--- src/rtl/bram_burst_master.sv ---
// Burst master for a single-port block RAM with one-cycle read latency.
// Write bursts stream from wr_*; read bursts stream out through a 4-deep FIFO.
module bram_burst_master #(
    parameter int ADDR_WIDTH = 8,
    parameter int DATA_WIDTH = 32
) (
    input  logic                  clk,
    input  logic                  reset,
    input  logic                  cmd_valid,
    output logic                  cmd_ready,
    input  logic                  cmd_write,
    input  logic [ADDR_WIDTH-1:0] cmd_addr,
    input  logic [ADDR_WIDTH-1:0] cmd_len,
    input  logic                  wr_valid,
    output logic                  wr_ready,
    input  logic [DATA_WIDTH-1:0] wr_data,
    output logic                  rd_valid,
    input  logic                  rd_ready,
    output logic [DATA_WIDTH-1:0] rd_data,
    output logic                  bram_en,
    output logic                  bram_wen,
    output logic [ADDR_WIDTH-1:0] bram_addr,
    output logic [DATA_WIDTH-1:0] bram_datai,
    input  logic [DATA_WIDTH-1:0] bram_datao,
    output logic                  busy,
    output logic                  done
);

    typedef enum logic [1:0] {
        IDLE  = 2'd0,
        WRITE = 2'd1,
        READ  = 2'd2,
        DRAIN = 2'd3
    } state_t;

    state_t state_q, state_d;

    logic [ADDR_WIDTH-1:0] addr_q;
    logic [ADDR_WIDTH-1:0] cnt_q;
    logic                  en_q;
    logic                  wen_q;
    logic [ADDR_WIDTH-1:0] baddr_q;
    logic [DATA_WIDTH-1:0] bdata_q;
    logic                  wr_done_q;
    logic                  rd_iss_q;
    logic                  rd_cap_q;

    logic [DATA_WIDTH-1:0] fifo_q [4];
    logic [1:0]            wptr_q;
    logic [1:0]            rptr_q;
    logic [2:0]            occ_q;

    logic       cmd_hs;
    logic       wr_hs;
    logic       rd_issue;
    logic       rd_pop;
    logic       last_word;
    logic       no_flight;
    logic       final_pop;
    logic [2:0] pend;

    assign last_word  = (cnt_q == '0);
    assign no_flight  = !rd_iss_q && !rd_cap_q;
    assign pend       = occ_q + 3'(rd_iss_q) + 3'(rd_cap_q);
    assign bram_en    = en_q;
    assign bram_wen   = wen_q;
    assign bram_addr  = baddr_q;
    assign bram_datai = bdata_q;
    assign rd_data    = fifo_q[rptr_q];

    // State register
    always_ff @(posedge clk) begin
        if (reset) begin
            state_q <= IDLE;
        end else begin
            state_q <= state_d;
        end
    end

    // Next-state: write ends on last handshake, read drains after last issue
    always_comb begin
        state_d = state_q;
        unique case (state_q)
            IDLE: begin
                if (cmd_hs) begin
                    state_d = cmd_write ? WRITE : READ;
                end
            end
            WRITE: begin
                if (wr_hs && last_word) begin
                    state_d = IDLE;
                end
            end
            READ: begin
                if (rd_issue && last_word) begin
                    state_d = DRAIN;
                end
            end
            DRAIN: begin
                if (occ_q == 3'd0 && no_flight) begin
                    state_d = IDLE;
                end
            end
            default: state_d = IDLE;
        endcase
    end

    // Handshakes and status; a read is issued only if it can never overflow the FIFO
    always_comb begin
        cmd_ready = (state_q == IDLE) && !reset;
        wr_ready  = (state_q == WRITE) && !reset;
        busy      = (state_q != IDLE) && !reset;
        rd_valid  = (occ_q != 3'd0) && !reset;
        cmd_hs    = cmd_valid && cmd_ready;
        wr_hs     = wr_valid && wr_ready;
        rd_issue  = (state_q == READ) && (pend < 3'd4) && !reset;
        rd_pop    = rd_valid && rd_ready;
        final_pop = (state_q == DRAIN) && rd_pop
                    && (occ_q == 3'd1) && no_flight;
        done      = !reset && (wr_done_q || final_pop);
    end

    // Address/length counters and registered BRAM port
    always_ff @(posedge clk) begin
        if (reset) begin
            addr_q    <= '0;
            cnt_q     <= '0;
            en_q      <= 1'b0;
            wen_q     <= 1'b0;
            baddr_q   <= '0;
            bdata_q   <= '0;
            wr_done_q <= 1'b0;
            rd_iss_q  <= 1'b0;
            rd_cap_q  <= 1'b0;
        end else begin
            en_q      <= wr_hs || rd_issue;
            wen_q     <= wr_hs;
            wr_done_q <= wr_hs && last_word;
            rd_iss_q  <= rd_issue;
            rd_cap_q  <= rd_iss_q;
            if (cmd_hs) begin
                addr_q <= cmd_addr;
                cnt_q  <= cmd_len;
            end else if (wr_hs || rd_issue) begin
                baddr_q <= addr_q;
                addr_q  <= addr_q + 1'b1;
                cnt_q   <= cnt_q - 1'b1;
            end
            if (wr_hs) begin
                bdata_q <= wr_data;
            end
        end
    end

    // FIFO pointers and occupancy; capture and pop may coincide
    always_ff @(posedge clk) begin
        if (reset) begin
            wptr_q <= '0;
            rptr_q <= '0;
            occ_q  <= '0;
        end else begin
            if (rd_cap_q) begin
                wptr_q <= wptr_q + 1'b1;
            end
            if (rd_pop) begin
                rptr_q <= rptr_q + 1'b1;
            end
            occ_q <= occ_q + 3'(rd_cap_q) - 3'(rd_pop);
        end
    end

    // FIFO storage: capture read data one cycle after the port read
    always_ff @(posedge clk) begin
        if (rd_cap_q) begin
            fifo_q[wptr_q] <= bram_datao;
        end
    end

endmodule

--- config.mk ---
export PLATFORM = sky130hd
export DESIGN_NAME = bram_burst_master
export DESIGN_NICKNAME = d
export VERILOG_FILES = /design/src/rtl/bram_burst_master.sv
export SDC_FILE = /design/constraint.sdc
export NUM_CORES = 1
export LEC_CHECK = 0
export BUFFER_PORTS_ARGS = -buffer_cell sky130_fd_sc_hd__buf_2
export CORE_UTILIZATION = 40
export DETAILED_ROUTE_END_ITERATION = 12
export GPL_ROUTABILITY_DRIVEN = 0
export PLACE_DENSITY_LB_ADDON = 0.08
export SYNTH_ARGS = -nofsm -noshare
export SYNTH_HDL_FRONTEND = slang
export SYNTH_SLANG_ARGS = --single-unit
--- constraint.sdc ---
create_clock -name clk -period 2.1 [get_ports clk]
set_input_delay 0.21 -clock clk [delete_from_list [all_inputs] [get_ports clk]]
set_output_delay 0.21 -clock clk [all_outputs]
set_load 0.05 [all_outputs]
==> results of run 1 <==
-- synth_stat cells, types with 2 or more instances --
cell       count
edfxtp_1     128
nand2_1       76
dfxtp_1       72
o21ai_0       36
mux4_2        32
nor2_1        22
nand2b_1      19
a21oi_1       18
clkbuf_1      18
inv_1         15
nand3_1       11
a31oi_1       10
ha_1          10
nor3_1        10
buf_2          7
and2_1         5
nor3b_1        5
nor2b_1        4
a32oi_1        3
and3_1         3
buf_1          3
or4_1          3
xnor2_1        3
a21o_1         2
a221oi_1       2
a22oi_1        2
a2bb2oi_1      2
nor4_1         2
o211ai_1       2
o31ai_1        2
xor2_1         2
-- power groups by stage --
stage          Clock (mW)  Sequential [mW]  Combinational (mW)
4_1_cts              3.47             4.44                1.72
2_1_floorplan           0             4.59                1.03
3_5_place_dp            0             4.52                1.61
5_1_grt              3.62             4.47                1.92
6_report             3.38             4.44                1.78
3_3_place_gp            0             4.52                1.58
-- metal layers --
layer  part of all wire, %  up-vias  wire (µm)
met2                    50      151       8410
met5                 0.065        -         11
met4                   1.0        2        170
met1                    44     2538       7430
li1                      -     2557          -
met3                   5.6       18        947
-- worst max-delay path: cells and delay by family, from the launching register on --
kind	cells	cell delay [ns]
and+or+nand+nor	2	0.53
buffers and inverters	2	0.35
AOI/OAI and AO/OA	1	0.14
DFF	1	0.34
-- flip-flops by register name, indices dropped and copies added, names as in the netlist, named ones only --
register and flops:
fifo_q 128, bram_addr 8, cnt_q 8, rptr_q 2, wptr_q 2, occ_q 3, wr_done_q 1, addr_q 8
state_q 2, bram_wen 1, bram_en 1, bram_datai 32, rd_cap_q 1, rd_iss_q 1
-- worst paths after layout --
check	from	slack, ns	cells after the start	endpoint
max reg2reg	occ_q[2]	0.15	10	occ_q[2]
min	bram_datao[20]	0.02	1	fifo_q[2][20]
max	occ_q[2]	0.10	5	done
min reg2reg	bram_addr[5]	0.45	2	bram_addr[5]
-- cell usage in the layout (no fill, tap or decap), types with 17 or more instances in the layout --
cell type / count
buf_2: 163
dfxtp_1: 67
edfxtp_1: 128
clkbuf_16: 17
nor2_1: 22
dlygate4sd3_1: 66
a21oi_1: 18
mux4_2: 32
nand2_1: 76
nand2b_1: 19
o21ai_0: 36
buf_4: 26
-- area by class of cell --
type / instances / area (µm²)
Tap cell: 260 / 325
Fill cell: 1601 / 8400
Timing Repair Buffer: 262 / 1800
Sequential cell: 200 / 5300
Clock buffer: 17 / 425
Inverter: 16 / 60.1
Multi-Input combinational cell: 306 / 2330
Clock inverter: 14 / 184
-- kinds of logic after synthesis --
logic type      count (synthesis)
mux                            33
flops                         200
simple gates                  167
xor+xnor                        5
compound gates                 90
buf+inv                        45
fa+ha+maj                      11
-- through the flow --
stage	cell area (µm²)	hold slack, ns	instances	setup WS [ns]	setup TNS (ns)
after floorplan	7760	0.309	551	-0.00639	-0.00639
after global placement	9070	0.404	973	0.0865	0
after detailed placement	9070	0.410	973	-0.0379	-0.0379
after CTS	10400	0.00383	1070	0.00942	0
after global routing	10400	0.00956	1075	-0.00321	-0.00321
final	10400	0.0184	1075	0.104	0
-- what timing repair did --
item	in CTS	in global routing
endpoints found under the setup margin	29	28
resized for setup	4	9
pin swaps	0	5
endpoints found under the hold margin	159	0
hold buffers	66	0
setup buffers	0	5
==> results.py, run 1 <==
metrics = {
    "die": {
        "die_w_um": 141,
        "core_area_um2": 18800,
        "num_rows": 50,
        "die_y_um": 141,
        "initial_core_util_pct": 41.2,
        "num_io_pins": 165,
        "dieArea_um2": 19900,
    },
    "worst_setup_path": {
        "crit_path_start_kind": "flop",
        "slowest_stage": "dfxtp_2",
        "critPathMaxFanout": 4,
        "max_stage_delay_ns": 0.34,
        "crit_required_ns": 1.89,
        "arrival_ns": 1.79,
        "critPathKind": "reg -> out",
        "critPathCaptureType": "output pin",
        "path_cells": "buf_4 -> nor4_4 -> a31oi_1 -> nor2_1 -> buf_6",
    },
    "synthesis": {
        "muxShareOfSynthArea_pct": 9.42,
        "netlist_instances": 551,
        "synth_top_area_share_pct": 49.6,
        "async_flop_share_pct": 0,
        "yosys-top-cells-area": "edfxtp_1, dfxtp_1, mux4_2",
        "ys_ff_latch": 200,
        "synthFlopType": "edfxtp_1",
        "synth_area_um2": 7750,
        "synth_nets": 648,
        "synth_compound_area_share_pct": 7.37,
        "avgSynthCellArea_um2": 14.1,
        "synth-xor-area-share_pct": 0.565,
        "yosysSeqAreaShare_pct": 68.2,
        "synthAdderAreaFrac_pct": 1.87,
        "synth_simple_gate_area_share_pct": 10.3,
        "synth_top_family_by_area": "simple AND/OR/NAND/NOR gates",
        "yosysWarnings": 0,
        "yosys.cell_types.count": 53,
        "yosys.area.top_type": "edfxtp_1",
        "synth_edf_count": 128,
    },
    "timing": {
        "max_slew_margin_pct": 39.2,
        "period_needed_ns": 2.00,
        "final_max_slew_viol_count": 0,
        "period_share_pct": 95.1,
        "setup_viol": 0,
        "fin_skew_ns": 0.0126,
        "worst_slew_pin_slew_ns": 0.913,
        "fmax_ghz": 0.501,
        "final-hold-violation-count": 0,
        "grt_setup_unrepaired": "yes",
    },
    "place": {
        "hpwl_um": 11100,
        "portBuffers": 164,
    },
    "cts": {
        "clock_sinks": 200,
        "clk_path_buf_depth": 2,
        "clk_pin_slew_ns": 0.07,
        "clk_latency_ns": 0.42,
        "tritoncts": "done",
        "h-tree-depth": 4,
        "cts_root_buf": "clkbuf_16",
        "numCtsBuffers": 17,
    },
    "global_routing": {
        "grt_pass1_wl_um": 27700,
        "grt_usage_pct": 18.1,
        "grtUsageMet1_pct": 22.2,
        "grt_pass1_vias": 5457,
        "antenna_found_initial": 1,
        "use_met2_pct": 31.1,
        "grt_use_met3_pct": 4.69,
        "grt_max_degree": 69,
        "gr-total-overflow": 0,
        "busiest_layer": "met2",
    },
    "power": {
        "comb_power_share_pct": 18.5,
        "power_frac_clock_pct": 35.2,
        "ir_drop_mv": 0.596,
        "p_leak_nw": 3.92,
        "finalPower_mw": 9.60,
        "p_int_mw": 6.96,
        "power_frac_seq_pct": 46.3,
        "switchingPower_mw": 2.64,
        "power.density_nw_per_um2": 921,
        "switching_share_pct": 27.5,
    },
    "drt": {
        "vias": 5266,
        "drt_iter0_drc": 281,
        "wirelength_um": 17000,
        "wl_per_cell_um": 15.8,
        "viasPerCell": 4.90,
        "first_pass_iters": 4,
        "drc": 0,
        "antenna_left": 0,
    },
    "final_layout": {
        "fin_util_pct": 55.4,
        "area_delta_synth_final_pct": 34.4,
        "nets": 900,
        "antenna_cells": 0,
        "layout-drive-gt1-share_pct": 34.1,
    },
    "job": {
        "maxCapViolCount": 0,
    },
    "status": {
        "status": "finished clean",
    },
    "worst_hold_path": {
        "min_path_type": "in -> reg",
    },
}
Power figures use the tool's default switching activity.
==> run 2: changes to the inputs <==
--- a/config.mk
+++ b/config.mk
@@ -12,2 +12,3 @@
 export PLACE_DENSITY_LB_ADDON = 0.08
+export SETUP_SLACK_MARGIN = 0.4
 export SYNTH_ARGS = -nofsm -noshare
==> constraint.sdc (replaced) <==
create_clock -name clk -period 2.1 [get_ports clk]
set_input_delay 0.42 -clock clk [delete_from_list [all_inputs] [get_ports clk]]
set_output_delay 0.42 -clock clk [all_outputs]
set_load 0.05 [all_outputs]
==> results.py, run 2 (synthesis gave the netlist of run 1 again) <==
metrics = {
    "status": {
        "status": "finished, violations left",
        "violations": "negative setup slack",
    },
    "final_layout": {
        "antenna_cells": 0,
        "nets": 865,
        "area_delta_synth_final_pct": 40.7,
        "largest_register": "fifo_q",
        "fin_area_um2": 10900,
        "layout-drive-gt1-share_pct": 48.7,
        "final_common_cell": "edfxtp_1",
        "layout_common_cells": "edfxtp_1, buf_2, dfxtp_1, nand2_1, buf_6",
        "largest_reg_flops": 128,
    },
    "power": {
        "power_frac_seq_pct": 44.5,
        "p_int_mw": 7.18,
        "finalPower_mw": 10.1,
        "switchingPower_mw": 2.88,
        "comb_power_share_pct": 22.9,
        "ir_drop_mv": 0.643,
        "switching_share_pct": 28.6,
        "power_frac_clock_pct": 32.6,
        "p_leak_nw": 4.05,
        "power.density_nw_per_um2": 923,
    },
    "cts": {
        "clock_sinks": 200,
        "tritoncts": "done",
        "numCtsBuffers": 17,
        "clk_latency_ns": 0.43,
        "hold_buffers": 0,
        "cts_root_buf": "clkbuf_16",
        "clk_path_buf_depth": 2,
        "clk_pin_slew_ns": 0.07,
        "h-tree-depth": 4,
    },
    "drt": {
        "wirelength_um": 17600,
        "drt_iter0_drc": 258,
        "viasPerCell": 5.03,
        "drc": 0,
        "first_pass_iters": 4,
        "vias": 5226,
        "wl_per_cell_um": 16.9,
        "antenna_left": 0,
    },
    "worst_hold_path": {
        "min_path_type": "in -> reg",
    },
    "timing": {
        "grt_setup_unrepaired": "yes",
        "final_max_slew_viol_count": 0,
        "fin_ws_ns": -0.0623,
        "final-hold-violation-count": 0,
        "worst_slew_pin_slew_ns": 0.509,
        "setup_viol": 18,
        "period_share_pct": 103,
        "holdWs_ns": 0.185,
        "finalSetupTns_ns": -0.650,
        "max_slew_margin_pct": 65.7,
        "fin_skew_ns": 0.0118,
        "fmax_ghz": 0.462,
        "period_needed_ns": 2.16,
    },
    "place": {
        "hpwl_um": 10900,
        "pre_cts_ws_ns": -0.0169,
        "portBuffers": 164,
        "dpl-instance-area_um2": 9170,
    },
    "job": {
        "maxCapViolCount": 0,
    },
    "die": {
        "core_area_um2": 18800,
        "die_y_um": 141,
        "initial_core_util_pct": 41.2,
        "num_rows": 50,
        "die_w_um": 141,
        "num_io_pins": 165,
        "dieArea_um2": 19900,
    },
    "global_routing": {
        "gr-total-overflow": 0,
        "grt_usage_pct": 18.2,
        "grt_max_degree": 69,
        "grt_pass1_wl_um": 28000,
        "grt_pass1_vias": 5425,
        "antenna_found_initial": 1,
    },
    "worst_setup_path": {
        "critPathCaptureType": "output pin",
        "critPathMaxFanout": 5,
        "crit_path_start_kind": "flop",
        "arrival_ns": 1.74,
        "critPathKind": "reg -> out",
        "crit_required_ns": 1.68,
    },
}
[run 2: changes by cell type in the layout (fill, tap and decap cells not counted), moves of 11 or more]
cell and delta:
a21oi_1 -13, nand2_1 -19, a21oi_2 +13, dlygate4sd3_1 -66, nand2_4 +11, buf_6 +54, buf_2 -36
[run 2: final cells by class]
| class | count | area (µm²) |
|---|---|---|
| Fill cell | 1504 | 7920 |
| Tap cell | 260 | 325 |
| Clock inverter | 14 | 161 |
| Multi-Input combinational cell | 306 | 2750 |
| Timing Repair Buffer | 226 | 1860 |
| Timing Repair inverter | 1 | 11.3 |
| Inverter | 16 | 75.1 |
| Sequential cell | 200 | 5310 |
| Clock buffer | 17 | 425 |
[run 2: worst max-delay path, stage by stage (launching register included)]
cell,delay [ns]
dfxtp_4,0.40
buf_12,0.13
buf_16,0.13
mux4_2,0.50
buf_6,0.17
[run 2: repair_timing]
| item | CTS | global route |
|---|---|---|
| buffers inserted | 18 | 12 |
| endpoints found under the setup margin | 96 | 64 |
| gates resized for setup | 166 | 49 |
| pin swaps | 35 | 25 |
| cloned | 4 | 1 |
[run 2: metal layers]
layer | global-route usage [%] | up-vias | share of wire, %
met5 | 0 | - | 0.074
met1 | 23.1 | 2560 | 43
met4 | 4.75 | 2 | 0.99
li1 | - | 2496 | -
met2 | 30.8 | 153 | 51
met3 | 4.89 | 15 | 5.4
[run 2: worst paths after layout]
check / slack (ns) / startpoint / depth (start not counted) / to
setup / recovery: -0.06 / flop / 4 / rd_data[24]
hold / removal: 0.19 / wr_data[22] / 3 / bram_datai[22]
setup reg to reg: 0.07 / occ_q[1] / 10 / occ_q[2]
hold reg to reg: 0.46 / bram_datai[3] / 2 / bram_datai[3]
[run 2: power by group through the flow]
stage	Combinational (mW)	Sequential, mW	Clock, mW
after floorplan	1.12	4.60	0
after global routing	2.46	4.50	3.52
after global placement	1.61	4.52	0
after CTS	2.08	4.47	3.36
after detailed placement	1.63	4.53	0
final	2.31	4.48	3.28
[run 2: per-stage QoR]
| step | std cells | utilization [%] |
|---|---|---|
| floorplan | 551 | - |
| global placement | 974 | 48.7 |
| detailed placement | 974 | 48.7 |
| CTS | 1027 | 56.0 |
| global route | 1040 | 58.0 |
| finish | 1040 | 58.0 |
